## src/rtl/elastic_pipeline_register_pkg.sv

```systemverilog
// Shared types for the elastic pipeline register: main-register load select,
// example boundary payload, and occupancy width helper.
package elastic_pipeline_register_pkg;

    typedef enum logic [1:0] {
        MAIN_HOLD      = 2'd0,
        MAIN_FROM_IN   = 2'd1,
        MAIN_FROM_SKID = 2'd2
    } main_sel_e;

    // EX/MEM boundary payload; callers size DATA_WIDTH with $bits() of it.
    typedef struct packed {
        logic [4:0]  rd_addr;
        logic        reg_write;
        logic        mem_read;
        logic        mem_write;
        logic [23:0] alu_result;
    } ex_mem_payload_t;

    function automatic int unsigned occ_width(input int unsigned stages);
        return $clog2(2 * stages + 1);
    endfunction

endpackage

```

## src/rtl/elastic_pipeline_register_skid_stage.sv

```systemverilog
// One skid-buffered stage: main + skid registers with valid/ready on both sides.
// Ready is registered so downstream back-pressure never reaches upstream combinationally.
module elastic_pipeline_register_skid_stage
    import elastic_pipeline_register_pkg::*;
#(
    parameter int unsigned DATA_WIDTH = 32
) (
    input  logic                  clk_i,
    input  logic                  reset_i,
    input  logic                  flush_i,
    input  logic                  in_valid_i,
    output logic                  in_ready_o,
    input  logic [DATA_WIDTH-1:0] in_data_i,
    output logic                  out_valid_o,
    input  logic                  out_ready_i,
    output logic [DATA_WIDTH-1:0] out_data_o
);

    logic                  r_main_valid;
    logic                  r_skid_valid;
    logic                  r_ready;
    logic [DATA_WIDTH-1:0] r_main_data;
    logic [DATA_WIDTH-1:0] r_skid_data;

    logic      w_in_fire;
    logic      w_out_fire;
    logic      w_main_valid_nxt;
    logic      w_skid_valid_nxt;
    logic      w_skid_load;
    main_sel_e w_main_sel;

    assign w_in_fire  = in_valid_i & r_ready & ~flush_i;
    assign w_out_fire = r_main_valid & out_ready_i;

    // Next-state for both valid bits and the data-path steering.
    always_comb begin
        w_main_valid_nxt = r_main_valid;
        w_skid_valid_nxt = r_skid_valid;
        w_main_sel       = MAIN_HOLD;
        w_skid_load      = 1'b0;
        if (w_out_fire) begin
            if (r_skid_valid) begin
                w_main_sel       = MAIN_FROM_SKID;
                w_skid_valid_nxt = 1'b0;
            end else if (w_in_fire) begin
                w_main_sel       = MAIN_FROM_IN;
            end else begin
                w_main_valid_nxt = 1'b0;
            end
        end else if (w_in_fire) begin
            if (r_main_valid) begin
                w_skid_load      = 1'b1;
                w_skid_valid_nxt = 1'b1;
            end else begin
                w_main_sel       = MAIN_FROM_IN;
                w_main_valid_nxt = 1'b1;
            end
        end
        if (flush_i) begin
            w_main_valid_nxt = 1'b0;
            w_skid_valid_nxt = 1'b0;
        end
    end

    always_ff @(posedge clk_i) begin
        if (reset_i) begin
            r_main_valid <= 1'b0;
            r_skid_valid <= 1'b0;
            r_ready      <= 1'b1;
        end else begin
            r_main_valid <= w_main_valid_nxt;
            r_skid_valid <= w_skid_valid_nxt;
            r_ready      <= ~w_skid_valid_nxt;
        end
    end

    // Payload registers carry no reset; their valid bits qualify them.
    always_ff @(posedge clk_i) begin
        case (w_main_sel)
            MAIN_FROM_IN:   r_main_data <= in_data_i;
            MAIN_FROM_SKID: r_main_data <= r_skid_data;
            default:        r_main_data <= r_main_data;
        endcase
        if (w_skid_load) begin
            r_skid_data <= in_data_i;
        end
    end

    assign in_ready_o  = r_ready;
    assign out_valid_o = r_main_valid;
    assign out_data_o  = r_main_data;

endmodule

```

## src/rtl/elastic_pipeline_register.sv

```systemverilog
// Chain of STAGES skid stages forming a stallable, flushable pipeline boundary,
// with a registered count of entries held across the chain.
module elastic_pipeline_register
    import elastic_pipeline_register_pkg::*;
#(
    parameter  int unsigned DATA_WIDTH = 32,
    parameter  int unsigned STAGES     = 1,
    localparam int unsigned OCC_WIDTH  = occ_width(STAGES)
) (
    input  logic                  clk_i,
    input  logic                  reset_i,
    input  logic                  flush_i,
    input  logic                  in_valid_i,
    output logic                  in_ready_o,
    input  logic [DATA_WIDTH-1:0] in_data_i,
    output logic                  out_valid_o,
    input  logic                  out_ready_i,
    output logic [DATA_WIDTH-1:0] out_data_o,
    output logic [OCC_WIDTH-1:0]  occupancy_o
);

    logic                  w_valid [STAGES+1];
    logic                  w_ready [STAGES+1];
    logic [DATA_WIDTH-1:0] w_data  [STAGES+1];
    logic                  w_in_fire;
    logic                  w_out_fire;
    logic [OCC_WIDTH-1:0]  r_occ;

    assign w_valid[0]      = in_valid_i;
    assign w_data[0]       = in_data_i;
    assign w_ready[STAGES] = out_ready_i;

    for (genvar g = 0; g < STAGES; g++) begin : g_stage
        elastic_pipeline_register_skid_stage #(
            .DATA_WIDTH (DATA_WIDTH)
        ) u_stage (
            .clk_i       (clk_i),
            .reset_i     (reset_i),
            .flush_i     (flush_i),
            .in_valid_i  (w_valid[g]),
            .in_ready_o  (w_ready[g]),
            .in_data_i   (w_data[g]),
            .out_valid_o (w_valid[g+1]),
            .out_ready_i (w_ready[g+1]),
            .out_data_o  (w_data[g+1])
        );
    end

    assign in_ready_o  = w_ready[0];
    assign out_valid_o = w_valid[STAGES];
    assign out_data_o  = w_data[STAGES];

    // Internal hand-offs keep the total constant; only the end boundaries move it.
    assign w_in_fire  = in_valid_i & w_ready[0] & ~flush_i;
    assign w_out_fire = w_valid[STAGES] & out_ready_i;

    always_ff @(posedge clk_i) begin
        if (reset_i || flush_i) begin
            r_occ <= '0;
        end else begin
            r_occ <= r_occ + OCC_WIDTH'(w_in_fire) - OCC_WIDTH'(w_out_fire);
        end
    end

    assign occupancy_o = r_occ;

endmodule

```

## config.mk

```make
export PLATFORM = sky130hd
export DESIGN_NAME = elastic_pipeline_register
export DESIGN_NICKNAME = d
export VERILOG_FILES = /design/src/rtl/elastic_pipeline_register_pkg.sv /design/src/rtl/elastic_pipeline_register_skid_stage.sv /design/src/rtl/elastic_pipeline_register.sv
export SDC_FILE = /design/constraint.sdc
export NUM_CORES = 1
export LEC_CHECK = 0
export BUFFER_PORTS_ARGS = -buffer_cell sky130_fd_sc_hd__buf_2
export CORE_MARGIN = 1
export CORE_UTILIZATION = 52
export DETAILED_ROUTE_END_ITERATION = 12
export PLACE_DENSITY = 0.79
export SYNTH_ARGS = -nofsm -noshare
export SYNTH_HDL_FRONTEND = slang
export SYNTH_SLANG_ARGS = --single-unit
```

## constraint.sdc

```tcl
create_clock -name clk_i -period 4.39 [get_ports clk_i]
set_input_delay 0.2195 -clock clk_i [delete_from_list [all_inputs] [get_ports clk_i]]
set_output_delay 0.2195 -clock clk_i [all_outputs]
set_load 0.01 [all_outputs]
```

# Word-level counts from Yosys, hierarchy flattened
# Index checks and enable logic that the tools add are counted.
[word_totals] regBits=69 in_bits=37 elab_cells=39
[op_classes] add_sub_neg=2 n_eq_ne=4 mux=17 bitwise=5 n_reduce_logical=5
[op_table] op="case mux 32 bit (2 select lines)" count=1
[op_table] op="2-to-1 mux 1 bit" count=13
[op_table] op="2-to-1 mux 2 bit" count=3
[op_table] op="inequality test 2 bit (second input constant)" count=2
[op_table] op="nonzero test 2 bit" count=2
[op_table] op="bitwise AND 1 bit" count=3
[op_table] op="AND reduction 3 bit" count=1
[op_table] op="adder 2 x 1 -> 2 bit" count=1
[op_table] op="== test 2 x 1 -> 1 bit (second input constant)" count=1
[op_table] op="== test 2 bit (second input constant)" count=1
[op_table] op="inverter 1 bit" count=2
[op_table] op="OR reduction 2 bit" count=1
[op_table] op="subtractor 2 x 1 -> 2 bit" count=1
[op_table] op="logical OR 1 bit" count=1

# Depth between registers and ports, before layout
# Gate-level depths: netlist (run 1).
[depth] ltp_word=7 ltp_mapped=8

# Modules after synthesis
# Synthesis (run 1) repeated with hierarchy kept, for this count alone.
[unflattened] cells_unflattened=126 area_unflattened_um2=2627.5
[by_module_without_submodules] module="elastic_pipeline_register_skid_stage" instances=1 cells_each=116 area_each_um2=2504.9 seq_area_each_um2=1981.9
[by_module_without_submodules] module="elastic_pipeline_register" instances=1 cells_each=10 area_each_um2=122.6 seq_area_each_um2=40.0

# Least setup slack after synthesis (run 1)
# No wires, ideal clock.
[synth_path] path_kind="reg-to-reg" start="register g_stage[0].u_stage.r_ready" end="register g_stage[0].u_stage.r_main_data[0], enable pin" arrival_ps=2861 path_slack_ps=1064 stages_incl_launch_ff=3 path_buffers=0 path_cell_list="dfxtp_1 > nand3b_1 > o21ai_0"
[synth_between] elab_chain_cells=7 elab_cells_between_ends=9
[synth_lines] element="start, declared" line="elastic_pipeline_register_skid_stage.sv:21" source="logic r_ready;"
[synth_lines] element="start signal, assigned" line="elastic_pipeline_register_skid_stage.sv:73" source="r_ready <= ~w_skid_valid_nxt;"
[synth_lines] element="bitwise AND 1 bit * (2 in a row)" line="elastic_pipeline_register_skid_stage.sv:32" source="assign w_in_fire = in_valid_i & r_ready & ~flush_i;"
[synth_lines] element="2-to-1 mux 1 bit" line="elastic_pipeline_register_skid_stage.sv:45" source="end else if (w_in_fire) begin"
[synth_lines] element="2-to-1 mux 2 bit" line="elastic_pipeline_register_skid_stage.sv:42" source="if (r_skid_valid) begin"
[synth_lines] element="2-to-1 mux 2 bit *" line="elastic_pipeline_register_skid_stage.sv:41" source="if (w_out_fire) begin"
[synth_lines] element="== test 2 x 1 -> 1 bit or == test 2 bit (tied branches)" line="elastic_pipeline_register_skid_stage.sv:79" source="case (w_main_sel)"
[synth_lines] element="nonzero test 2 bit (no line) *"
[synth_lines] element="end signal, assigned" line="elastic_pipeline_register_skid_stage.sv:80" source="MAIN_FROM_IN: r_main_data <= in_data_i;"
[synth_lines] element="end signal, assigned" line="elastic_pipeline_register_skid_stage.sv:81" source="MAIN_FROM_SKID: r_main_data <= r_skid_data;"
[synth_lines] element="end signal, assigned" line="elastic_pipeline_register_skid_stage.sv:82" source="default: r_main_data <= r_main_data;"
[synth_lines] element="end, declared" line="elastic_pipeline_register_skid_stage.sv:22" source="logic [DATA_WIDTH-1:0] r_main_data;"
# Every way passes the cells marked *; elsewhere a longest branch is shown, timed or not.
# A chain may end at the register's enable or synchronous reset.

# Final worst setup path (run 1)
[layout_path] start="register g_stage[0].u_stage.r_ready" end="register g_stage[0].u_stage.r_skid_data[18], enable pin"
[layout_between] elab_chain_cells=4
[layout_lines] element="bitwise AND 1 bit (2 in a row)" line="elastic_pipeline_register_skid_stage.sv:32"
[layout_lines] element="2-to-1 mux 1 bit" line="elastic_pipeline_register_skid_stage.sv:50" source="end else if (w_in_fire) begin"
[layout_lines] element="2-to-1 mux 1 bit" line="elastic_pipeline_register_skid_stage.sv:41"
[layout_lines] element="net g_stage[0].u_stage.w_skid_load" line="elastic_pipeline_register_skid_stage.sv:29" source="logic w_skid_load;"
[layout_lines] element="end signal, assigned" line="elastic_pipeline_register_skid_stage.sv:85" source="r_skid_data <= in_data_i;"
[layout_lines] element="end, declared" line="elastic_pipeline_register_skid_stage.sv:23" source="logic [DATA_WIDTH-1:0] r_skid_data;"
# The timed path passes the listed nets, and every way through them passes these cells.

==> results.ini, run 1 <==
[critical_path]
startpoint_type = flip-flop
regToRegStartpoint = g_stage[0].u_stage.in_ready_o
reg2regPathDepth = 3
rr_endpoint = g_stage[0].u_stage.r_skid_data[18]
cp.arrival_ns = 2.27
path_class = flip-flop to flip-flop
r2r_setup_slack_ns = 2.14
cp-startpoint = g_stage[0].u_stage.in_ready_o
cp.required_ns = 4.41
cp-end-kind = flip-flop
endpoint = g_stage[0].u_stage.r_skid_data[18]
cp_max_fo = 19

[cts]
cts_setup_buffers = 0
cts_buffer_depth = 2
clk_pin_slew_worst_paths_ns = 0.07
cts_sinks = 69
h-tree-depth = 3
clock_latency_ns = 0.33
hold_buffers = 0
cts_tree = built
post_cts_resized = 0
cts_root_buf = clkbuf_8
cts_buffers = 9

[floorplan]
start_util_pct = 55.9
num_rows = 25
io_pins = 73
core_area_um2 = 4880
die_h_um = 74.4
dieArea_um2 = 5540
dieWidth_um = 74.4

[routing]
drtIter0Drc = 62
routed_wl_um = 4810
via_per_inst = 5.17
num_vias = 1436
wl_per_cell_um = 17.3
dr.pass1.iters = 4
ant_nets = 0
drc = 0

[global_routing]
top_usage_layer = met2
grt_pass1_wl_um = 7270
use_met2_pct = 33.2
antenna_found_initial = 0
grt_pass1_vias = 1471
met1_usage_pct = 20.5
grt-ovfl-total = 0
grt_use_total_pct = 19.2
grt_max_degree = 34
grt_use_met3_pct = 6.37

[place]
gp_congestion = 0.709
placed_cell_area_um2 = 3120
hpwl_um = 3340
dp_cells = 262
portBuffers = 72

[synth]
async_flop_share_pct = 0
synth_area_leaders = edfxtp_1 (70%), mux2_4 (16%), dfxtp_1 (3.7%), buf_12 (2.2%), mux2_2 (1.2%)
synth_top_area_share_pct = 70.5
yosys_warnings = 0
synth_ff_type = edfxtp_1
ys_seq_area_share_pct = 74.1
synth.most_common_cell = edfxtp_1
synth_edf_count = 64
synth_commonest_cells = edfxtp_1 (64), mux2_4 (29), dfxtp_1 (5)
synthDistinctLibCells = 23
syn_nets = 165
synth_seq_cells = 69
synth_area_per_cell_um2 = 21.6
synthCells = 126
syn_area_um2 = 2730
yosysTopAreaCell = edfxtp_1

[cells_and_area]
multiInputGateArea_um2 = 636
n_antenna_cell = 0
fillers = 337
drive_gt1_share_pct = 59.2
final-seq-area_um2 = 2020
final_core_util_pct = 68.3
fin_nets = 245
areaGrowthSynthToFinish_pct = 22.2
fin_area_um2 = 3330
final_cells = 278

[timing]
timing.final.crit_share_pct = 51.2
finalSetupTns_ns = 0
drv_slew = 0
setup_viol = 0
skew_ns = 0.00649
worst_hold_slack_ns = 0.0753
min_period_ns = 2.25
final-hold-violation-count = 0
tightest_slew_ns = 1.11
relSlewSlack_pct = 25.8
max_freq_mhz = 445
rsz0062_at_grt = no

[hold_path]
min_path_type = input port to flip-flop

[power]
irDropWorstVdd_uv = 276
leakagePower_nw = 1.37
power_density_nw_per_um2 = 411

[job]
cap_violations = 0

[run_status]
status = finished, final reports clean

metal layers:
metal	part of all wire [%]	vias to the layer above
met5	0	-
met4	2.2	0
met3	4.3	11
met2	54	50
met1	39	715
li1	-	660
worst min-delay path by stage:
stage	cells after the start	from	to	slack (ns)
floorplan	1	flush_i	g_stage[0].u_stage.out_valid_o	0.29
global placement	1	in_data_i[16]	g_stage[0].u_stage.r_skid_data[16]	0.41
detailed placement	1	in_data_i[22]	g_stage[0].u_stage.r_skid_data[22]	0.41
CTS	1	in_data_i[20]	g_stage[0].u_stage.r_skid_data[20]	0.05
global route	1	in_data_i[17]	g_stage[0].u_stage.r_skid_data[17]	0.05
finish	1	in_data_i[17]	g_stage[0].u_stage.r_skid_data[17]	0.08
state kept, by name, summed over array words and instances, names as in the netlist:
register / cells
g_stage.u_stage.r_skid_valid: 1
g_stage.u_stage.out_valid_o: 1
g_stage.u_stage.r_skid_data: 32
g_stage.u_stage.out_data_o: 32
g_stage.u_stage.in_ready_o: 1
occupancy_o: 2
kinds of logic after synthesis:
family | Yosys count | share of synthesized area [%]
and+or+nand+nor | 11 | 3.12
AOI/OAI and AO/OA | 4 | 1.15
adders and majority gates | 2 | 0.917
xor gates and xnor gates | 1 | 0.321
buffers and inverters | 7 | 3.17
muxes | 32 | 17.2
DFF | 69 | 74.1
placed cells by master, fill, tap and decap left out, types with 2 or more instances in the layout:
cell type,synthesis,final
buf_2,0,72
bufinv_16,0,2
clkbuf_8,0,9
clkinv_2,0,2
dfxtp_1,5,5
edfxtp_1,64,64
ha_1,2,2
inv_1,3,3
mux2_2,3,3
mux2_4,29,29
nor4b_1,2,2
power by group:
group | switching, mW | internal, mW | total (mW)
clock network | 0.228 | 0.316 | 0.544
logic | 0.0402 | 0.0427 | 0.0829
registers | 0.00488 | 0.737 | 0.742
total | 0.273 | 1.10 | 1.37
worst max-delay path: stages, from the launching register on:
cell and delay (ns):
dfxtp_1 0.39, nand3b_1 0.22, nor3_2 0.89, buf_4 0.42
stage by stage:
| stage | setup WS (ns) | power, mW |
|---|---|---|
| 6_report | 2.14 | 1.37 |
| 5_1_grt | 1.96 | 1.42 |
| 4_1_cts | 2.11 | 1.38 |
| 3_5_place_dp | 2.10 | 0.840 |
| 3_3_place_gp | 2.26 | 0.834 |
| 2_1_floorplan | 1.06 | 0.798 |
cell type report:
class	instances	area share (%)
clock buffers	9	3.71
clock inverters	7	2.70
inverters	3	0.338
multi-input cells	50	19.1
flip-flops and latches	69	60.6
well taps	67	2.51
repair buffers	73	11.0
Power figures use the tool's default switching activity.
==> run 2, diff against run 1 <==
- CORE_UTILIZATION: 52 -> 47
- PLACE_DENSITY: 0.79 -> 0.75
- clock period: 4.39 -> 1.9 ns (I/O delays scaled with it)
==> results.ini, run 2 (synthesis results as in run 1) <==
[run_status]
status = finished, final reports clean

[cells_and_area]
drive_gt1_share_pct = 49.8  ; -9.4 points
areaGrowthSynthToFinish_pct = 34.0
n_antenna_cell = 0  ; unchanged
fillers = 426  ; +26%
fin_area_um2 = 3660  ; +9.6%
fin_nets = 282  ; +15%
final_core_util_pct = 66.0  ; -2.3 points
final_common_cell = buf_2
layout_common_cells = buf_2 (72), edfxtp_1 (64), dlygate4sd3_1 (34)

[global_routing]
grt_pass1_vias = 1585  ; +7.7%
grt_use_total_pct = 17.2  ; -2.0 points
antenna_found_initial = 0  ; unchanged
grt_max_degree = 34  ; unchanged
grt-ovfl-total = 0  ; unchanged
grt_pass1_wl_um = 7690  ; +5.8%

[cts]
post_cts_resized = 0  ; unchanged
cts_buffer_depth = 2  ; unchanged
cts_setup_buffers = 0  ; unchanged
clk_pin_slew_worst_paths_ns = 0.07  ; about the same
h-tree-depth = 3  ; unchanged
cts_buffers = 9  ; unchanged
cts_sinks = 69  ; unchanged
cts_root_buf = clkbuf_8
clock_latency_ns = 0.33  ; about the same
cts_tree = built

[timing]
max_freq_mhz = 593
setup_viol = 0  ; unchanged
min_period_ns = 1.69
rsz0062_at_grt = no
relSlewSlack_pct = 76.6  ; +51 points
drv_slew = 0  ; unchanged
worst_hold_slack_ns = 0.196  ; +0.121 ns
skew_ns = 0.0102  ; +0.00369 ns
final-hold-violation-count = 0  ; unchanged
setup_ws_ns = 0.215  ; -1.93 ns
timing.final.crit_share_pct = 88.7
tightest_slew_ns = 0.346  ; -0.761 ns

[routing]
via_per_inst = 4.61  ; -11%
wl_per_cell_um = 14.5  ; -16%
ant_nets = 0  ; unchanged
num_vias = 1472  ; +2.5%
dr.pass1.iters = 4  ; unchanged
drtIter0Drc = 66  ; +6.5%
routed_wl_um = 4630  ; -3.7%
drc = 0  ; unchanged

[power]
irDropWorstVdd_uv = 468  ; +70%
power_density_nw_per_um2 = 791  ; +93%
leakagePower_nw = 1.51  ; +9.9%

[floorplan]
die_h_um = 78.2  ; +5.0%
num_rows = 27  ; +8.0%
io_pins = 73  ; unchanged
core_area_um2 = 5540  ; +14%
dieArea_um2 = 6110  ; +10%
start_util_pct = 49.2  ; -6.7 points
dieWidth_um = 78.2  ; +5.0%

[place]
hpwl_um = 2960  ; -11%
portBuffers = 72  ; unchanged
pre_cts_slack_ns = 0.240  ; -1.86 ns
placed_cell_area_um2 = 3170  ; +1.5%
gp_congestion = 0.728  ; +2.7%

[job]
cap_violations = 0  ; unchanged

[critical_path]
reg2regPathDepth = 7  ; +4
cp.required_ns = 2.13  ; -2.28 ns
cp.arrival_ns = 1.91  ; -0.36 ns
startpoint_type = input port
cp-end-kind = flip-flop
cp_max_fo = 5  ; -14
path_class = input port to flip-flop

[hold_path]
min_path_type = input port to flip-flop
holdPathStages = 3  ; +2

-- run 2: cell types whose count changed in the layout (fill, tap and decap cells not counted), sizes merged --
cell,change
clkinvlp,-1
clkbuf,+2
buf,+3
bufinv,-2
dlygate4sd3,+34
-- run 2: cell type report --
type	instances	area (um^2)	area share (%)
multi-input combinational	50	642	17.6
timing repair buffer	110	743	20.3
clock inverter	4	16.3	0.445
clock buffer	11	131	3.59
tap	72	90.1	2.46
sequential	69	2020	55.3
inverter	3	11.3	0.308
-- run 2: final timing paths --
| check | start | to | slack (ns) |
|---|---|---|---|
| max | flush_i | occupancy_o[1] | 0.21 |
| min | in_valid_i | g_stage[0].u_stage.r_skid_valid | 0.20 |
| max reg2reg | g_stage[0].u_stage.out_valid_o | occupancy_o[1] | 0.24 |
| min reg2reg | g_stage[0].u_stage.r_skid_data[0] | g_stage[0].u_stage.out_data_o[0] | 0.55 |
-- run 2: where the power goes --
group / leakage (nW) / switching (mW) / internal (mW)
Combinational: 0.804 / 0.0998 / 0.150
Sequential: 0.628 / 0.00986 / 1.70
Clock: 0.0757 / 0.478 / 0.452
-- run 2: metrics by stage --
step           instances  power, mW  TNS, ns
2_1_floorplan        126       1.84    -1.15
3_3_place_gp         270       1.94        0
3_5_place_dp         270       1.94        0
4_1_cts              319       2.93        0
5_1_grt              319       3.02        0
6_report             319       2.89        0
-- run 2: critical path, cell delays in order --
cell and delay [ns]:
dlygate4sd3_1 0.54, buf_2 0.16, nand3b_1 0.18, ha_1 0.31
ha_1 0.19, xor2_1 0.16, a21oi_1 0.06, nor4b_1 0.22
-- run 2: timing repair --
item,in CTS,in global routing
hold buffers,34,0
hold endpoints to repair,35,0
setup endpoints to repair,0,0
-- run 2: routing by layer --
metal  wire [um]  vias up  global-route usage [%]
met1        1910      705                    20.2
met5           0        -                       0
li1            -      726                       -
met4          51        0                    8.89
met3         152        4                    3.84
met2        2520       37                    29.6
==> run 3, diff against run 2 <==
==> constraint.sdc (replaced) <==
create_clock -name clk_i -period 1.9 [get_ports clk_i]
set_input_delay 0.285 -clock clk_i [delete_from_list [all_inputs] [get_ports clk_i]]
set_output_delay 0.285 -clock clk_i [all_outputs]
set_load 0.01 [all_outputs]
==> results.ini, run 3 (synthesis results as in run 1) <==
[floorplan]
dieArea_um2 = 6110  ; unchanged
num_rows = 27  ; unchanged
io_pins = 73  ; unchanged
start_util_pct = 49.2  ; unchanged
dieWidth_um = 78.2  ; unchanged
core_area_um2 = 5540  ; unchanged
die_h_um = 78.2  ; unchanged

[critical_path]
cp-end-kind = flip-flop
cp_max_fo = 5  ; unchanged
path_class = flip-flop to flip-flop
startpoint_type = flip-flop
cp.arrival_ns = 1.87  ; -0.04 ns
cp.required_ns = 2.11  ; -0.02 ns

[timing]
min_period_ns = 1.66  ; -0.0248 ns
setup_viol = 0  ; unchanged
drv_slew = 0  ; unchanged
final-hold-violation-count = 0  ; unchanged
rsz0062_at_grt = no
skew_ns = 0.0101  ; -0.0000544 ns
tightest_slew_ns = 0.379  ; +0.0336 ns
relSlewSlack_pct = 74.5  ; -2.1 points
timing.final.crit_share_pct = 87.4  ; -1.3 points
max_freq_mhz = 602  ; +1.5%

[cts]
cts_sinks = 69  ; unchanged
clk_pin_slew_worst_paths_ns = 0.07  ; about the same
cts_setup_buffers = 0  ; unchanged
h-tree-depth = 3  ; unchanged
clock_latency_ns = 0.33  ; about the same
cts_root_buf = clkbuf_8
cts_buffers = 9  ; unchanged
cts_buffer_depth = 2  ; unchanged
cts_tree = built

[place]
placed_cell_area_um2 = 3170  ; unchanged
hpwl_um = 2920  ; -1.3%
gp_congestion = 0.733  ; +0.66%
portBuffers = 72  ; unchanged

[power]
leakagePower_nw = 1.39  ; -8.2%
finalPower_mw = 3.01  ; +4.0%
power_density_nw_per_um2 = 896  ; +13%
irDropWorstVdd_uv = 661  ; +41%

[cells_and_area]
fillers = 427  ; +0.23%
layout_common_cells = buf_2 (72), edfxtp_1 (64), mux2_4 (29)
n_antenna_cell = 0  ; unchanged
final_common_cell = buf_2
final-seq-area_um2 = 2020  ; unchanged
fin_nets = 248  ; -12%
areaGrowthSynthToFinish_pct = 23.1
drive_gt1_share_pct = 58.9  ; +9.1 points
fin_area_um2 = 3360  ; -8.2%
multiInputGateArea_um2 = 648  ; +0.97%

[global_routing]
antenna_found_initial = 0  ; unchanged
grt-ovfl-total = 0  ; unchanged
grt_pass1_wl_um = 6770  ; -12%
grt_max_degree = 34  ; unchanged
grt_use_total_pct = 15.3  ; -2.0 points
grt_pass1_vias = 1393  ; -12%

[routing]
dr.pass1.iters = 2  ; -2
ant_nets = 0  ; unchanged
wl_per_cell_um = 14.6  ; +0.49%
drc = 0  ; unchanged
via_per_inst = 4.73  ; +2.5%
drtIter0Drc = 116  ; +76%
num_vias = 1353  ; -8.1%
routed_wl_um = 4170  ; -9.9%

[run_status]
status = finished, final reports clean

[hold_path]
min_path_type = input port to flip-flop

[job]
cap_violations = 0  ; unchanged

## run 3: cell types whose count changed in the layout (fill, tap and decap cells not counted), sizes merged
cell         change
bufinv           +1
dlygate4sd3     -34
## run 3: final cells by class
| cell class | count | area share [%] |
|---|---|---|
| clock buffers | 11 | 3.91 |
| clock inverters | 5 | 1.53 |
| inverters | 3 | 0.335 |
| flip-flops and latches | 69 | 60.2 |
| well taps | 72 | 2.68 |
| repair buffers | 76 | 12.0 |
| multi-input cells | 50 | 19.3 |
## run 3: power breakdown
part | total [mW] | leakage [nW] | internal (mW) | switching [mW]
Sequential | 1.71 | 0.628 | 1.70 | 0.0101
Clock | 1.10 | 0.0924 | 0.598 | 0.502
Combinational | 0.194 | 0.665 | 0.105 | 0.0897
## run 3: metrics by stage
| stage | setup slack (ns) | TNS, ns | hold WS (ns) | util, % | cells |
|---|---|---|---|---|---|
| final | 0.239 | 0 | 0.144 | 60.6 | 286 |
| after global routing | 0.0785 | 0 | 0.126 | 60.6 | 286 |
| after CTS | 0.212 | 0 | 0.127 | 60.5 | 286 |
| after detailed placement | 0.165 | 0 | 0.476 | 57.2 | 270 |
| after global placement | 0.254 | 0 | 0.479 | 57.2 | 270 |
| after floorplan | -0.0360 | -1.15 | 0.354 | - | 126 |
## run 3: worst paths after layout
kind,to,cells after the start,from,slack [ns]
worst min register to register,g_stage[0].u_stage.out_data_o[14],1,g_stage[0].u_stage.r_skid_data[14],0.54
worst max-delay path,occupancy_o[1],7,g_stage[0].u_stage.out_valid_o,0.24
worst max register to register,occupancy_o[1],7,g_stage[0].u_stage.out_valid_o,0.24
worst min-delay path,g_stage[0].u_stage.r_skid_data[15],1,in_data_i[15],0.14
## run 3: worst max-delay path, stage by stage, from the launching register on
cell and delay [ns]:
dfxtp_1 0.37, and2_4 0.21, inv_1 0.07, ha_1 0.27, ha_1 0.19, xor2_1 0.17
nand3_1 0.10, nor4b_2 0.16
## run 3: routing by layer
metal	global-route usage [%]	part of all wire, %	vias to the layer above
met2	23.5	49	44
met4	11.1	3.2	0
met3	3.84	4.5	14
met5	0	0	-
met1	18.6	44	637
li1	-	-	658
## run 3: timing repair
action | in CTS | in global routing
hold buffers | 0 | 0
endpoints found under the setup margin | 0 | 1
gates resized for setup | 0 | 1
endpoints found under the hold margin | 0 | 0
